$ cat src/rtl/sprite_cmd_dispatcher.sv
// Command FIFO and broadcast dispatcher for the sprite display blocks.
// Buffer-swap commands are held at the FIFO head until vertical blanking, at most one per blank.
module sprite_cmd_dispatcher #(
  parameter int FIFO_DEPTH = 64,
  parameter int VACTIVE    = 480,
  parameter int LVL_W      = 7
) (
  input  logic        clk,
  input  logic        reset,
  input  logic        chipselect,
  input  logic        write,
  input  logic        read,
  input  logic [1:0]  address,
  input  logic [31:0] writedata,
  output logic [31:0] readdata,
  input  logic [9:0]  hcount,
  input  logic [9:0]  vcount,
  output logic [31:0] cmd_out,
  output logic        swap_irq
);

  localparam int PTR_W = LVL_W - 1;

  typedef enum logic {ISSUE = 1'b0, HOLD = 1'b1} state_t;

  logic [31:0]      mem [FIFO_DEPTH];
  logic [PTR_W-1:0] wr_ptr, rd_ptr;
  logic [LVL_W-1:0] level;
  logic             overflow;
  logic             swapped_this_blank;
  logic [31:0]      frame_count;
  state_t           state, state_d;

  logic        wr_en, push_req, ovf_clr, flush, do_push;
  logic        empty, full, is_swap, swap_pending, in_blank, swap_ok;
  logic [31:0] head;
  logic        pop, issue_swap, irq_d;
  logic [31:0] cmd_d;
  logic        unused_hcount;

  assign unused_hcount = ^hcount;

  assign wr_en    = chipselect & write;
  assign push_req = wr_en & (address == 2'd0);
  assign ovf_clr  = wr_en & (address == 2'd2);
  assign flush    = wr_en & (address == 2'd3);

  assign empty        = (level == '0);
  assign full         = (level == LVL_W'(FIFO_DEPTH));
  assign head         = mem[rd_ptr];
  assign is_swap      = (head[20:17] == 4'hF);
  assign swap_pending = !empty & is_swap;
  assign in_blank     = (vcount >= 10'(VACTIVE));
  assign swap_ok      = in_blank & !swapped_this_blank;
  // A push onto a full FIFO is dropped even when a pop frees a slot on the same edge.
  assign do_push      = push_req & !full & !flush;

  always_ff @(posedge clk) begin
    if (reset) state <= ISSUE;
    else       state <= state_d;
  end

  always_comb begin
    state_d = state;
    if (flush) begin
      state_d = ISSUE;
    end else begin
      case (state)
        ISSUE: if (swap_pending && !swap_ok) state_d = HOLD;
        HOLD:  if (empty || swap_ok)         state_d = ISSUE;
        default: state_d = ISSUE;
      endcase
    end
  end

  // HOLD only ever has a swap at the head, so the swap rule is shared by both states.
  always_comb begin
    pop        = 1'b0;
    issue_swap = 1'b0;
    irq_d      = 1'b0;
    cmd_d      = '0;
    if (!flush && !empty) begin
      if (!is_swap && state == ISSUE) begin
        pop   = 1'b1;
        cmd_d = head;
      end else if (is_swap && swap_ok) begin
        pop        = 1'b1;
        issue_swap = 1'b1;
        irq_d      = 1'b1;
        cmd_d      = head;
      end
    end
  end

  always_ff @(posedge clk) begin
    if (reset) begin
      wr_ptr             <= '0;
      rd_ptr             <= '0;
      level              <= '0;
      overflow           <= 1'b0;
      swapped_this_blank <= 1'b0;
      frame_count        <= '0;
      cmd_out            <= '0;
      swap_irq           <= 1'b0;
    end else begin
      cmd_out  <= cmd_d;
      swap_irq <= irq_d;
      if (flush) begin
        wr_ptr <= '0;
        rd_ptr <= '0;
        level  <= '0;
      end else begin
        if (do_push) wr_ptr <= wr_ptr + 1'b1;
        if (pop)     rd_ptr <= rd_ptr + 1'b1;
        if (do_push && !pop)      level <= level + 1'b1;
        else if (!do_push && pop) level <= level - 1'b1;
      end
      if (push_req && full) overflow <= 1'b1;
      else if (ovf_clr)     overflow <= 1'b0;
      if (issue_swap) begin
        swapped_this_blank <= 1'b1;
        frame_count        <= frame_count + 1'b1;
      end else if (!in_blank) begin
        swapped_this_blank <= 1'b0;
      end
    end
  end

  always_ff @(posedge clk) begin
    if (do_push) mem[wr_ptr] <= writedata;
  end

  always_comb begin
    readdata = '0;
    if (chipselect && read) begin
      case (address)
        2'd0: begin
          readdata[31]        = overflow;
          readdata[30]        = swap_pending;
          readdata[LVL_W-1:0] = level;
        end
        2'd1:    readdata = frame_count;
        default: readdata = '0;
      endcase
    end
  end

endmodule
$ cat config.mk
export PLATFORM = sky130hd
export DESIGN_NAME = sprite_cmd_dispatcher
export DESIGN_NICKNAME = d
export VERILOG_FILES = /design/src/rtl/sprite_cmd_dispatcher.sv
export SDC_FILE = /design/constraint.sdc
export NUM_CORES = 2
export LEC_CHECK = 0
export CELL_PAD_IN_SITES_DETAIL_PLACEMENT = 0
export CELL_PAD_IN_SITES_GLOBAL_PLACEMENT = 1
export CORE_UTILIZATION = 35
export CTS_CLUSTER_DIAMETER = 80
export DETAILED_ROUTE_END_ITERATION = 10
export GPL_ROUTABILITY_DRIVEN = 0
export GPL_TIMING_DRIVEN = 1
export PLACE_DENSITY = 0.63
export SYNTH_ARGS = -nofsm -noshare
export SYNTH_HDL_FRONTEND = slang
export SYNTH_SLANG_ARGS = --single-unit
$ cat constraint.sdc
create_clock -name clk -period 6.4 [get_ports clk]
set_clock_uncertainty 0.05 [all_clocks]
set_input_delay 0.64 -clock clk [delete_from_list [all_inputs] [get_ports clk]]
set_output_delay 0.64 -clock clk [all_outputs]
set_load 0.1 [all_outputs]
==> impl_metrics.tcl <==
set metrics [dict create \
    most-common-layout-cells "edfxtp_1 (2,048), mux4_2 (622), clkbuf_16 (223), buf_4 (105), dfxtp_1 (87)" \
    rsz0062_at_grt "no" \
    slew_violations 0 \
    ys_seq_elements 2141 \
    holdPathEnd "overflow$_SDFFE_PP0P_" \
    cp_top_family "buffers and inverters" \
    num_vias 38424 \
    slew-limit-headroom_pct 18.3 \
    synth_mux_area_share_pct 18.0 \
    instances_no_fill 7142 \
    synth_edf_count 2048 \
    synth_cell_type_count 55 \
    coreArea_mm2 0.233 \
    cts_hold_buf 0 \
    synth_compound_area_share_pct 0.774 \
    routed-wl-met2_um 105000 \
    grt.total_usage_pct 18.1 \
    io_buffers 108 \
    regArea_mm2 0.0634 \
    grt_max_degree 139 \
    outcome "finished clean" \
    setup_viol 0 \
    synthAdderAreaFrac_pct 0.0916 \
    final_area_mm2 0.0950 \
    drv_cap 0 \
    crit-reg2reg-capture "level[6]$_SDFFE_PP0P_" \
    synth_fp_nets 3623 \
    r2r_cells 17 \
    end_kind "primary output" \
    die_h_um 486 \
    die-area_mm2 0.236 \
    hold_start "address[1]" \
    start_kind "register" \
    synth_warnings 0 \
    die_w_um 486 \
    synth_top_area_share_pct 75.0 \
    avgSynthCellArea_um2 23.0 \
    wl_per_cell_um 30.0 \
    fin_nets 3896 \
    cts_resized 0 \
    area_delta_synth_final_pct 15.9 \
    path_class "register to primary output" \
    dpl.hpwl_um 120000 \
    drive_above_1_share_pct 29.5 \
    p_total_mw 34.3 \
    place_inst 6742 \
    slowest_stage "clkdlybuf4s50_1" \
    ant_nets 0 \
    overflow 0 \
    fmax_ghz 0.173 \
    layout_commonest_cell "edfxtp_1" \
    placed_cell_area_mm2 0.0879 \
    cts_made_buffers 219 \
    cts_num_sinks 2141 \
    synthTopCellsByArea "edfxtp_1 (75%), mux4_2 (17%), dfxtp_1 (2.3%)" \
    grt_pass1_wl_um 301000 \
    power.leakage_nw 28.4 \
    synth-simple-area-share_pct 2.31 \
    route.detailed.drc 0 \
    io_pins 124 \
    hold_viol 0 \
    ys.flop_type "edfxtp_1" \
    power_density_mw_per_mm2 361 \
    critPathBufInv 2 \
    required_ns 5.71 \
    vdd_ir_drop_max_mv 0.304 \
    setup_tns_ns 0 \
    h-tree-depth 4 \
    yosysTopAreaCell "edfxtp_1" \
    clock_path_buffers 3 \
    clk_pin_slew_worst_paths_ns 0.06 \
    synth-xor-area-share_pct 0.395 \
    arrival_ns 5.10 \
    worstPathCellList "nor2_1 -> buf_4 -> a22oi_1 -> nand3_1 -> and4_1 -> a31oi_1 -> o2111ai_1 -> a21oi_1 -> clkdlybuf4s50_1" \
    n_fill_cell 20199 \
    tightest_slew_ns 1.23 \
    layout_min_cycle_time_ns 5.79 \
    holdPathStages 2 \
    antenna_found_initial 17 \
    initial_utilization_pct 35.2 \
    top_layer "met5" \
    post_drt_via_cell_ratio 5.38 \
    synth.yosys.seq_area_share_pct 77.3 \
    cpPeakStageDelay_ns 1.19 \
    synthArstFlopShare_pct 0 \
    drt_iter0_markers 4395 \
    cts_root_buf "clkbuf_16" \
    dr.pass1.iters 6 \
    rows 177 \
    hp-class "primary input to register" \
    crit_path_max_fanout 34 \
    r2r_slack_ns 1.05 \
    worstSkewPairLatency_ns 0.87 \
    postCtsSetupBuffers 0 \
    synth_top_family_by_area "multiplexers" \
    wirelength_um 214000 \
    met1Wirelength_um 88100 \
    first_global_vias 39084 \
    synthCells 3558 \
    synth_area_mm2 0.0820 \
    fin_crit_sh_pct 90.5 \
    tritoncts "done" \
    multi_input_area_mm2 0.0182 \
    wl_met3_um 15900 \
]
## stage by stage
step / hold slack [ns] / util (%) / worst slack, ns
2_1_floorplan: 0.394 / - / 1.98
3_3_place_gp: 0.410 / 37.8 / 1.00
3_5_place_dp: 0.430 / 37.8 / 1.09
4_1_cts: 0.362 / 40.8 / 0.496
5_1_grt: 0.435 / 40.8 / 0.393
6_report: 0.427 / 40.8 / 0.605
## metal layers
metal	GRT usage (%)	up-vias
met4	4.68	6
li1	-	15677
met1	24.6	21094
met5	0	-
met3	3.89	262
met2	29.6	1385
## cell type report
type	instances	share of cell area, %
Clock buffer	279	6.18
Clock inverter	116	1.29
Timing Repair Buffer	246	2.49
Inverter	12	0.0474
Tap cell	3132	4.12
Sequential cell	2141	66.7
Multi-Input combinational cell	1211	19.2
Antenna cell	5	0.0132
## sequential cells by signal, summed over array words and instances (netlist names), named ones only
| name | cells |
|---|---|
| cmd_out | 32 |
| frame_count | 32 |
| level | 7 |
| mem | 2048 |
| overflow | 1 |
| rd_ptr | 6 |
| state | 1 |
| swap_irq | 1 |
| swapped_this_blank | 1 |
| wr_ptr | 6 |
## power breakdown
group | leakage (nW) | total, mW | internal (mW) | switching (mW)
clock network | 3.46 | 12.7 | 7.29 | 5.39
logic | 5.81 | 6.05 | 2.75 | 3.30
registers | 19.2 | 15.6 | 15.5 | 0.143
total | 28.4 | 34.3 | 25.5 | 8.83
## worst max path at each step
stage / start / to / slack, ns / depth (start not counted)
3_5_place_dp: register / level[6]$_SDFFE_PP0P_ / 1.09 / 17
6_report: register / readdata[30] / 0.61 / 9
3_3_place_gp: register / level[6]$_SDFFE_PP0P_ / 1.00 / 19
2_1_floorplan: register / level[6]$_SDFFE_PP0P_ / 1.98 / 21
4_1_cts: register / readdata[30] / 0.50 / 9
5_1_grt: register / readdata[30] / 0.39 / 9
## cells in the mapped netlist, drive strengths merged, types with 11 or more instances
| master | count |
|---|---|
| nor3 | 20 |
| a22oi | 24 |
| edfxtp | 2048 |
| a211oi | 16 |
| nor2b | 35 |
| xor2 | 19 |
| dfxtp | 93 |
| nand4 | 18 |
| mux2i | 73 |
| nor2 | 141 |
| xnor2 | 18 |
| a21oi | 13 |
| nand2 | 48 |
| mux4 | 622 |
| nand3 | 27 |
| inv | 12 |
| clkbuf | 110 |
| o21ai | 12 |
| and2 | 22 |
| buf | 84 |
| and3 | 11 |
## cell families after synthesis
| logic type | count (synthesis) |
|---|---|
| AO/OA/AOI/OAI | 91 |
| AND/OR/NAND/NOR | 377 |
| adder cells (fa/ha/maj) | 6 |
| XOR/XNOR | 37 |
| buffers and inverters | 206 |
| multiplexers | 700 |
| flip-flops | 2141 |
No activity file was read; power rests on OpenSTA's default activity.
